File: config.mk
export PLATFORM = sky130hd
export DESIGN_NAME = alu_issuer
export DESIGN_NICKNAME = d
export VERILOG_FILES = /design/src/rtl/alu_issuer_pkg.sv /design/src/rtl/alu_issuer_fifo.sv /design/src/rtl/alu_issuer.sv
export SDC_FILE = /design/constraint.sdc
export NUM_CORES = 1
export LEC_CHECK = 0
export ABC_AREA = 1
export BUFFER_PORTS_ARGS = -buffer_cell sky130_fd_sc_hd__buf_4
export CAP_MARGIN = 10
export CORE_MARGIN = 2
export CORE_UTILIZATION = 51
export DETAILED_ROUTE_END_ITERATION = 8
export PLACE_DENSITY = 0.75
export SYNTH_ARGS = -nofsm -noshare
export SYNTH_HDL_FRONTEND = slang
export SYNTH_HIERARCHICAL = 1
export SYNTH_SLANG_ARGS = --single-unit
File: constraint.sdc
create_clock -name i_clk -period 1.9 [get_ports i_clk]
set_input_delay 0.38 -clock i_clk [delete_from_list [all_inputs] [get_ports i_clk]]
set_output_delay 0.38 -clock i_clk [all_outputs]
set_load 0.02 [all_outputs]
File: src/rtl/alu_issuer_pkg.sv
// Shared opcode and FSM state encodings for the ALU command issuer.
package alu_issuer_pkg;

    localparam logic [1:0] OP_ADD = 2'd0;
    localparam logic [1:0] OP_SUB = 2'd1;
    localparam logic [1:0] OP_MUL = 2'd2;
    localparam logic [1:0] OP_DIV = 2'd3;

    localparam logic [1:0] ST_IDLE  = 2'd0;
    localparam logic [1:0] ST_ISSUE = 2'd1;
    localparam logic [1:0] ST_HOLD  = 2'd2;

    // Bit 0 = add, bit 1 = sub, bit 2 = mul, bit 3 = div.
    function automatic logic [3:0] op_onehot(input logic [1:0] op);
        return 4'b0001 << op;
    endfunction

endpackage

File: src/rtl/alu_issuer_fifo.sv
// Synchronous command queue; DEPTH must be a power of two and at least 2.
module alu_issuer_fifo #(
    parameter int unsigned WIDTH = 12,
    parameter int unsigned DEPTH = 4
) (
    input  logic             i_clk,
    input  logic             i_nrst,
    input  logic             i_push,
    input  logic [WIDTH-1:0] i_data,
    input  logic             i_pop,
    output logic [WIDTH-1:0] o_data,
    output logic             o_full,
    output logic             o_empty
);

    localparam int unsigned AW = $clog2(DEPTH);

    logic [WIDTH-1:0] r_mem [DEPTH];
    logic [AW-1:0]    r_wr_ptr;
    logic [AW-1:0]    r_rd_ptr;
    logic [AW:0]      r_count;
    logic             w_do_push;
    logic             w_do_pop;

    // A full queue refuses the push even when a pop frees a slot this cycle.
    assign w_do_push = i_push && !o_full;
    assign w_do_pop  = i_pop && !o_empty;
    assign o_full    = (r_count == (AW+1)'(DEPTH));
    assign o_empty   = (r_count == '0);
    assign o_data    = r_mem[r_rd_ptr];

    always_ff @(posedge i_clk) begin
        if (w_do_push) begin
            r_mem[r_wr_ptr] <= i_data;
        end
    end

    always_ff @(posedge i_clk) begin
        if (!i_nrst) begin
            r_wr_ptr <= '0;
            r_rd_ptr <= '0;
            r_count  <= '0;
        end else begin
            if (w_do_push) begin
                r_wr_ptr <= r_wr_ptr + 1'b1;
            end
            if (w_do_pop) begin
                r_rd_ptr <= r_rd_ptr + 1'b1;
            end
            case ({w_do_push, w_do_pop})
                2'b10:   r_count <= r_count + 1'b1;
                2'b01:   r_count <= r_count - 1'b1;
                default: r_count <= r_count;
            endcase
        end
    end

endmodule

File: src/rtl/alu_issuer.sv
// Queues ALU commands and issues them one at a time to a sequential ALU, returning results in order.
// Define ALU_ISSUER_STATS_EN to add the o_stat_ops/o_stat_ovf result counters.
module alu_issuer
    import alu_issuer_pkg::*;
#(
    parameter int unsigned DATA_WIDTH = 5,
    parameter int unsigned FIFO_DEPTH = 4
) (
    input  logic                  i_clk,
    input  logic                  i_nrst,
    input  logic                  i_cmd_valid,
    output logic                  o_cmd_ready,
    input  logic [1:0]            i_cmd_op,
    input  logic [DATA_WIDTH-1:0] i_cmd_a,
    input  logic [DATA_WIDTH-1:0] i_cmd_b,
    output logic [DATA_WIDTH-1:0] o_alu_a,
    output logic [DATA_WIDTH-1:0] o_alu_b,
    output logic                  o_alu_add,
    output logic                  o_alu_sub,
    output logic                  o_alu_mul,
    output logic                  o_alu_div,
    input  logic [DATA_WIDTH-1:0] i_alu_q,
    input  logic                  i_alu_ovf,
    input  logic                  i_alu_accept,
    output logic                  o_res_valid,
    input  logic                  i_res_ready,
    output logic [DATA_WIDTH-1:0] o_res_q,
    output logic                  o_res_ovf,
    output logic [1:0]            o_res_op,
    output logic                  o_busy
`ifdef ALU_ISSUER_STATS_EN
    ,
    output logic [15:0]           o_stat_ops,
    output logic [15:0]           o_stat_ovf
`endif
);

    localparam int unsigned CW = 2*DATA_WIDTH + 2;

    logic [1:0]            r_state;
    logic [1:0]            w_state_nxt;
    logic [1:0]            r_op;
    logic [DATA_WIDTH-1:0] r_a;
    logic [DATA_WIDTH-1:0] r_b;
    logic [DATA_WIDTH-1:0] r_res_q;
    logic                  r_res_ovf;
    logic [1:0]            r_res_op;

    logic [CW-1:0]         w_cmd_word;
    logic [CW-1:0]         w_head;
    logic                  w_full;
    logic                  w_empty;
    logic                  w_push;
    logic                  w_pop;
    logic                  w_accept;
    logic                  w_res_done;
    logic [3:0]            w_op_lines;

    assign w_cmd_word = {i_cmd_op, i_cmd_a, i_cmd_b};
    assign w_push     = i_cmd_valid && !w_full;
    assign w_accept   = (r_state == ST_ISSUE) && i_alu_accept;
    assign w_res_done = (r_state == ST_HOLD) && i_res_ready;
    // The head is loaded from IDLE or straight out of HOLD so back-to-back work skips IDLE.
    assign w_pop      = !w_empty && ((r_state == ST_IDLE) || w_res_done);

    alu_issuer_fifo #(
        .WIDTH (CW),
        .DEPTH (FIFO_DEPTH)
    ) u_fifo (
        .i_clk   (i_clk),
        .i_nrst  (i_nrst),
        .i_push  (w_push),
        .i_data  (w_cmd_word),
        .i_pop   (w_pop),
        .o_data  (w_head),
        .o_full  (w_full),
        .o_empty (w_empty)
    );

    always_comb begin
        w_state_nxt = r_state;
        case (r_state)
            ST_IDLE: begin
                if (!w_empty) begin
                    w_state_nxt = ST_ISSUE;
                end
            end
            ST_ISSUE: begin
                if (i_alu_accept) begin
                    w_state_nxt = ST_HOLD;
                end
            end
            ST_HOLD: begin
                if (i_res_ready) begin
                    w_state_nxt = w_empty ? ST_IDLE : ST_ISSUE;
                end
            end
            default: w_state_nxt = ST_IDLE;
        endcase
    end

    always_ff @(posedge i_clk) begin
        if (!i_nrst) begin
            r_state   <= ST_IDLE;
            r_op      <= '0;
            r_a       <= '0;
            r_b       <= '0;
            r_res_q   <= '0;
            r_res_ovf <= 1'b0;
            r_res_op  <= '0;
        end else begin
            r_state <= w_state_nxt;
            if (w_pop) begin
                {r_op, r_a, r_b} <= w_head;
            end
            if (w_accept) begin
                r_res_q   <= i_alu_q;
                r_res_ovf <= i_alu_ovf;
                r_res_op  <= r_op;
            end
        end
    end

    assign w_op_lines  = (r_state == ST_ISSUE) ? op_onehot(r_op) : '0;
    assign o_alu_add   = w_op_lines[OP_ADD];
    assign o_alu_sub   = w_op_lines[OP_SUB];
    assign o_alu_mul   = w_op_lines[OP_MUL];
    assign o_alu_div   = w_op_lines[OP_DIV];
    assign o_alu_a     = r_a;
    assign o_alu_b     = r_b;
    assign o_cmd_ready = !w_full;
    assign o_res_valid = (r_state == ST_HOLD);
    assign o_res_q     = r_res_q;
    assign o_res_ovf   = r_res_ovf;
    assign o_res_op    = r_res_op;
    assign o_busy      = !w_empty || (r_state != ST_IDLE);

`ifdef ALU_ISSUER_STATS_EN
    logic [15:0] r_stat_ops;
    logic [15:0] r_stat_ovf;

    always_ff @(posedge i_clk) begin
        if (!i_nrst) begin
            r_stat_ops <= '0;
            r_stat_ovf <= '0;
        end else if (w_res_done) begin
            if (r_stat_ops != '1) begin
                r_stat_ops <= r_stat_ops + 16'd1;
            end
            if (r_res_ovf && (r_stat_ovf != '1)) begin
                r_stat_ovf <= r_stat_ovf + 16'd1;
            end
        end
    end

    assign o_stat_ops = r_stat_ops;
    assign o_stat_ovf = r_stat_ovf;
`endif

endmodule
==> results_dict.tcl, run 1 <==
set metrics [dict create \
    wire_per_inst_microns 13.32 \
    fin_nets 428 \
    fmax_mhz 533.7 \
    leakage_nw 1.735 \
    grt_usage_pct 19.00 \
    hold_depth 1 \
    num_antenna_cells 0 \
    drc 0 \
    syn_area_sq_um 3318 \
    cp.required_ns 2.14 \
    place_congestion 0.7325 \
    post_synth.cell_area_avg_sq_um 9.759 \
    p_int_w 0.003808 \
    synth_edf_count 48 \
    swShare_pct 35.90 \
    boundaryPins 48 \
    synth_flop_cell "edfxtp_1" \
    drv_slew 0 \
    yosys_warnings 6 \
    relSlewSlack_pct 73.23 \
    utilization_pct 63.87 \
    clk_latency_ns 0.34 \
    peakVddDrop_v 0.0008179 \
    rsz0062_at_grt "yes" \
    synth_area_leaders "edfxtp_1 43%, dfxtp_1 19%, nor2_1 7.0%" \
    die_height_microns 84.66 \
    yosysSeqAreaShare_pct 62.14 \
    yosys-top-cells-count "62 x nor2_1, 48 x edfxtp_1, 45 x inv_1" \
    grt_max_degree 27 \
    synth.largest_area_cell "edfxtp_1" \
    holdPathEnd "u_fifo/r_mem[0][0]" \
    yosysTopAreaCellShare_pct 43.44 \
    synth_fp_nets 369 \
    r2r-end "u_fifo/r_count[2]" \
    final-hold-violation-count 0 \
    area_delta_synth_final_pct 21.53 \
    ff2ff_path_depth 17 \
    cp.buffers_inverters 5 \
    vias 2422 \
    ys_ff_latch 79 \
    die-area_sq_um 7167 \
    setup_tns_ns 0 \
    power_frac_seq_pct 39.3 \
    drt_iter0_drc 110 \
    synthArstFlopShare_pct 0 \
    cts_max_path_buffers 2 \
    r2r_setup_slack_ns 0.03 \
    vias_per_cell 5.035 \
    cts_tree "built" \
    grt_pass1_wl_mm 10.51 \
    dp_slack_ns 0.0002239 \
    worst_slew_pin_slew_ns 0.4009 \
    post-route-cell-area_sq_um 4033 \
    worstHoldPathType "input port to flop" \
    critPathTopFamily "simple AND/OR/NAND/NOR gates" \
    hpwlAfterDp_mm 3.980 \
    drv_cap 0 \
    row_count 29 \
    period_share_pct 98.62 \
    port_buffers 47 \
    start_util_pct 52.56 \
    routed_wl_mm 6.406 \
    end_kind "flop" \
    cp-start-kind "flop" \
    worstSetupPathDepth 17 \
    antenna_found_initial 0 \
    final.min_clock_period_ns 1.874 \
    power_per_cell_area_nw_per_um2 1473 \
    setup_violations 0 \
    clockPowerShare_pct 22.9 \
    power_w 0.005940 \
    cts_sinks 79 \
    synth_most_common_cell "nor2_1" \
    cpMostUsedCell "inv_2" \
    slowest_delay_ns 0.36 \
    setup_ws_ns 0.02618 \
    ant_nets 0 \
    grt_pass1_vias 2279 \
    path_clk_slew_ns 0.08 \
    crit_fanout 3 \
    placed_area_sq_um 3762 \
    worstSetupPathType "flop to flop" \
    switchingPower_w 0.002133 \
    outcome "finished, final reports clean" \
    yosysUniqueCellTypes 25 \
    h-tree-depth 3 \
    cts_inserted_buffers 9 \
    path_cells "nor2_4 -> nand2_2 -> inv_2 -> nor2_4 -> nand2_2 -> inv_2 -> nand2_2 -> inv_2 -> ha_4 -> inv_2 -> fa_2 -> inv_2 -> nand2_2 -> nand3_2 -> nand2_1 -> nand2_1 -> nor2_1" \
    drive_gt1_share_pct 25.74 \
    syn_inst 340 \
    pwr-share-comb_pct 37.8 \
    fin_skew_ns 0.006122 \
    core_region_area_sq_um 6314 \
    overflow 0 \
    timing.rr.start "u_fifo/r_count[1]" \
    die_x_microns 84.66 \
    root_buffer "clkbuf_8" \
    cp_slowest_cell "dfxtp_2" \
    worstHoldStart "i_cmd_b[0]" \
    cp.arrival_ns 2.11 \
    hold_buffers 0 \
    drt_pre_antenna_iters 4 \
]
-- through the flow --
stage,instances,hold slack [ns]
detailed placement,460,0.4715
global placement,460,0.4627
floorplan,340,0.4620
CTS,478,0.2133
finish,481,0.2348
global route,481,0.2013
-- cell usage in the layout, fill, tap and decap left out --
master and n:
nor2_1 61, buf_4 61, edfxtp_1 48, inv_1 41
nand2_1 40, dfxtp_1 28, a21oi_1 18, nand3_1 16
o21ai_1 16, o22ai_1 12, o21ai_0 10, clkbuf_8 9
nand2_2 7, inv_2 7, nor3_1 4, ha_1 4
nor2_2 3, dfxtp_2 3, nor2_4 2, bufinv_16 2
nand3_4 1, a21oi_2 1, nand3b_1 1, clkinv_1 1
clkinv_2 1, clkinv_4 1, inv_8 1, clkinvlp_4 1
nand2_4 1, nand3_2 1, fa_2 1, ha_4 1
-- registers in the layout (all words and copies together), names as in the netlist, named ones only --
| name | cells |
|---|---|
| o_alu_a | 5 |
| o_res_op | 2 |
| o_res_ovf | 1 |
| r_state | 2 |
| o_alu_b | 5 |
| r_op | 2 |
| u_fifo/r_rd_ptr | 2 |
| u_fifo/r_count | 3 |
| u_fifo/r_wr_ptr | 2 |
| o_res_q | 5 |
| u_fifo/r_mem | 48 |
-- final cells by class --
class | instances | area, sq um
clock buffer | 9 | 123.9
timing repair buffer | 61 | 457.9
clock inverter | 7 | 96.34
fill | 500 | 2281
sequential | 79 | 2066
multi-input combinational | 200 | 1012
tap | 77 | 96.34
inverter | 48 | 180.2
-- worst register-to-register path, stage by stage, from the launching register on --
cell	delay, ns
dfxtp_2	0.36
nor2_4	0.05
nand2_2	0.07
inv_2	0.05
nor2_4	0.08
nand2_2	0.06
inv_2	0.07
nand2_2	0.06
inv_2	0.09
ha_4	0.15
inv_2	0.05
fa_2	0.35
inv_2	0.06
nand2_2	0.04
nand3_2	0.06
nand2_1	0.06
nand2_1	0.07
nor2_1	0.04
-- what timing repair did --
item,CTS,global route
resized for setup,0,5
pin swaps,1,8
endpoints found under the setup margin,1,2
buffers inserted,2,3
-- how the worst max path moves through the flow --
stage	startpoint	to	slack [ns]
after floorplan	u_fifo/r_count[1]	u_fifo/r_count[2]	-0.07
after global routing	u_fifo/r_count[1]	u_fifo/r_count[2]	-0.11
after detailed placement	u_fifo/r_count[1]	u_fifo/r_count[2]	0.0002
after CTS	u_fifo/r_count[1]	u_fifo/r_count[2]	0.03
final	u_fifo/r_count[1]	u_fifo/r_count[2]	0.03
after global placement	u_fifo/r_count[1]	u_fifo/r_count[2]	0.07
-- logic make-up after synthesis --
logic type | Yosys count | synth area share [%]
AO/OA/AOI/OAI | 57 | 9.163
flip-flops | 79 | 62.14
adder cells (fa/ha/maj) | 6 | 2.489
buffers and inverters | 61 | 8.333
AND/OR/NAND/NOR | 137 | 17.87
-- per-layer routing --
layer  global-route usage (%)  part of all wire [%]
met2                    29.99                    49
met1                    24.39                    44
met5                        0                     0
met4                    8.081                  0.62
met3                    5.801                   6.0
-- power by group through the flow --
stage               logic, W  clock network, W  registers [W]
global route         0.00251           0.00148        0.00238
floorplan            0.00142                 0        0.00251
detailed placement   0.00212                 0        0.00238
CTS                  0.00217           0.00139        0.00234
global placement     0.00207                 0        0.00236
finish               0.00225           0.00136        0.00234
Note: power is estimated with default switching activity, not from simulation.
==> run 2, diff against run 1 <==
--- a/config.mk
+++ b/config.mk
@@ -9,9 +9,11 @@
 export BUFFER_PORTS_ARGS = -buffer_cell sky130_fd_sc_hd__buf_4
 export CAP_MARGIN = 10
 export CORE_MARGIN = 2
-export CORE_UTILIZATION = 51
+export CORE_UTILIZATION = 53
+export CTS_BUF_LIST = sky130_fd_sc_hd__clkbuf_2
 export DETAILED_ROUTE_END_ITERATION = 8
-export PLACE_DENSITY = 0.75
+export PLACE_DENSITY = 0.78
+export REMOVE_ABC_BUFFERS = 1
 export SYNTH_ARGS = -nofsm -noshare
 export SYNTH_HDL_FRONTEND = slang
 export SYNTH_HIERARCHICAL = 1
==> run 2 against run 1 <==
  * The run now ends with setup timing left
  * Clock skew grew 0.036 ns
  * First-iteration DRC count grew 58%
  * Critical path depth is 1 lower
  * Sequential share of layout area is 2.3 points lower
==> results_dict.tcl, run 2 (synthesis results as in run 1) <==
set metrics [dict create \
    outcome "finished, violations left" \
    violations "setup timing" \
    worstHoldPathType "input port to flop" \
    grt_pass1_vias 2359 \
    post-route-cell-area_sq_um 4234 \
    cts_inserted_buffers 9 \
    routed_wl_mm 7.302 \
    row_count 28 \
    final-hold-violation-count 0 \
    worstSetupPathType "flop to flop" \
    setup_tns_ns -0.06519 \
    leakage_nw 1.839 \
    antenna_found_initial 0 \
    grt_max_degree 27 \
    drv_slew 0 \
    power_per_cell_area_nw_per_um2 1449 \
    crit_fanout 2 \
    end_kind "flop" \
    clk_latency_ns 0.53 \
    overflow 0 \
    cp_slowest_cell "dfxtp_2" \
    largest_register "u_fifo/r_mem" \
    endpoint "u_fifo/r_count[2]" \
    area_delta_synth_final_pct 27.60 \
    cpMostUsedCell "nand2_2" \
    timing.rr.start "u_fifo/r_count[2]" \
    fin_skew_ns 0.04217 \
    wl_met1_mm 3.087 \
    setup_violations 1 \
    wl_met3_microns 426 \
    routed.top_layer "met4" \
    setup_ws_ns -0.06519 \
    drt_pre_antenna_iters 4 \
    cp.required_ns 2.36 \
    die-area_sq_um 6910 \
    layout_common_cells "73 x buf_4, 61 x nor2_1, 48 x edfxtp_1" \
    cp.arrival_ns 2.42 \
    r2r-end "u_fifo/r_count[2]" \
    drc 0 \
    vias_per_cell 5.063 \
    start_util_pct 55.39 \
    final_common_cell "buf_4" \
    wl_met2_mm 3.592 \
    r2r_setup_slack_ns -0.07 \
    drt_iter0_drc 174 \
    h-tree-depth 3 \
    relSlewSlack_pct 72.88 \
    fin_nets 453 \
    placed_area_sq_um 3826 \
    drive_gt1_share_pct 30.54 \
    cts_max_path_buffers 2 \
    hpwlAfterDp_mm 4.311 \
    largest_reg_flops 48 \
    worst_slew_pin_slew_ns 0.4062 \
    path_clk_slew_ns 0.23 \
    cp-start-kind "flop" \
    grt_pass1_wl_mm 11.07 \
    root_buffer "clkbuf_2" \
    final.min_clock_period_ns 1.965 \
    vias 2552 \
    place_congestion 0.7825 \
    die_height_microns 83.13 \
    crit_start "u_fifo/r_count[2]" \
    fmax_mhz 508.9 \
    core_region_area_sq_um 5991 \
    peakVddDrop_v 0.0007440 \
    die_x_microns 83.13 \
    drv_cap 0 \
    ant_nets 0 \
    wire_per_inst_microns 14.49 \
    path_cells "inv_2 -> nand2_4 -> inv_4 -> nor2_4 -> nand2_2 -> inv_2 -> nand2_2 -> inv_2 -> ha_4 -> inv_4 -> fa_2 -> nand2_2 -> nand3_2 -> nand2_2 -> nand2_2 -> nor2_1" \
    cts_tree "built" \
    period_share_pct 103.4 \
    ff2ff_path_depth 16 \
    cts_sinks 79 \
    grt_usage_pct 20.24 \
    rsz0062_at_grt "yes" \
    slowest_delay_ns 0.40 \
    port_buffers 47 \
    num_antenna_cells 0 \
    boundaryPins 48 \
]
## run 2: cell types whose count changed in the layout (fill, tap and decap cells not counted), moves of 3 or more
cell / change
buf_4: +12
nand2_1: -4
dlygate4sd3_1: +11
clkbuf_8: -9
nor3_1: -3
inv_6: +4
dfxtp_2: +3
clkbuf_2: +9
dfxtp_1: -3
## run 2: final cells by class
| class | count | area (sq um) |
|---|---|---|
| repair buffers | 86 | 680.7 |
| clock buffers | 9 | 45.04 |
| multi-input cells | 200 | 1054 |
| fillers | 441 | 1757 |
| flip-flops and latches | 79 | 2069 |
| clock inverters | 7 | 106.4 |
| well taps | 75 | 93.84 |
| inverters | 48 | 185.2 |
## run 2: repair_timing
| action | 4_1_cts | 5_1_grt |
|---|---|---|
| setup endpoints to repair | 7 | 8 |
| endpoints found under the hold margin | 30 | 6 |
| hold buffers | 8 | 3 |
| pin swaps | 1 | 12 |
| resized for setup | 9 | 26 |
| buffers inserted | 1 | 6 |
## run 2: worst min path at each step
| stage | slack (ns) | to | from | depth (start not counted) |
|---|---|---|---|---|
| after floorplan | 0.46 | flop | u_fifo/r_rd_ptr[1] | 2 |
| after global placement | 0.47 | o_alu_a[3] | o_alu_a[3] | 2 |
| after detailed placement | 0.47 | o_alu_a[4] | o_alu_a[4] | 2 |
| after CTS | 0.003 | u_fifo/r_mem[1][4] | i_cmd_b[4] | 1 |
| after global routing | 0.02 | u_fifo/r_mem[2][9] | i_cmd_a[4] | 1 |
| final | 0.07 | o_res_ovf | i_alu_ovf | 3 |
## run 2: per-layer routing
metal	vias up	track usage, %
li1	1281	-
met1	1155	25.08
met2	96	34.16
met3	20	5.467
met4	0	7.154
met5	-	0
## run 2: stage by stage
step	hold slack [ns]	setup slack, ns	utilization [%]	cells	total power [W]
2_1_floorplan	0.4625	-0.2910	-	327	0.003735
3_3_place_gp	0.4667	-0.006166	63.87	470	0.004510
3_5_place_dp	0.4720	-0.09865	63.87	470	0.004606
4_1_cts	0.002925	-0.01879	68.11	495	0.005783
5_1_grt	0.01745	-0.1624	70.68	504	0.006519
6_report	0.06889	-0.06519	70.68	504	0.006136
## run 2: power breakdown
group	internal [W]	total (W)	switching [W]	leakage (nW)
logic	0.00113	0.00266	0.00153	1.05
clock network	0.000465	0.00112	0.000658	0.0898
registers	0.00218	0.00235	0.000174	0.697
## run 2: worst max-delay path: cells and delay by family (launching register included)
family	cells	cell delay (ns)
simple gates	9	0.71
fa+ha+maj	2	0.52
flops	1	0.40
buf+inv	5	0.27
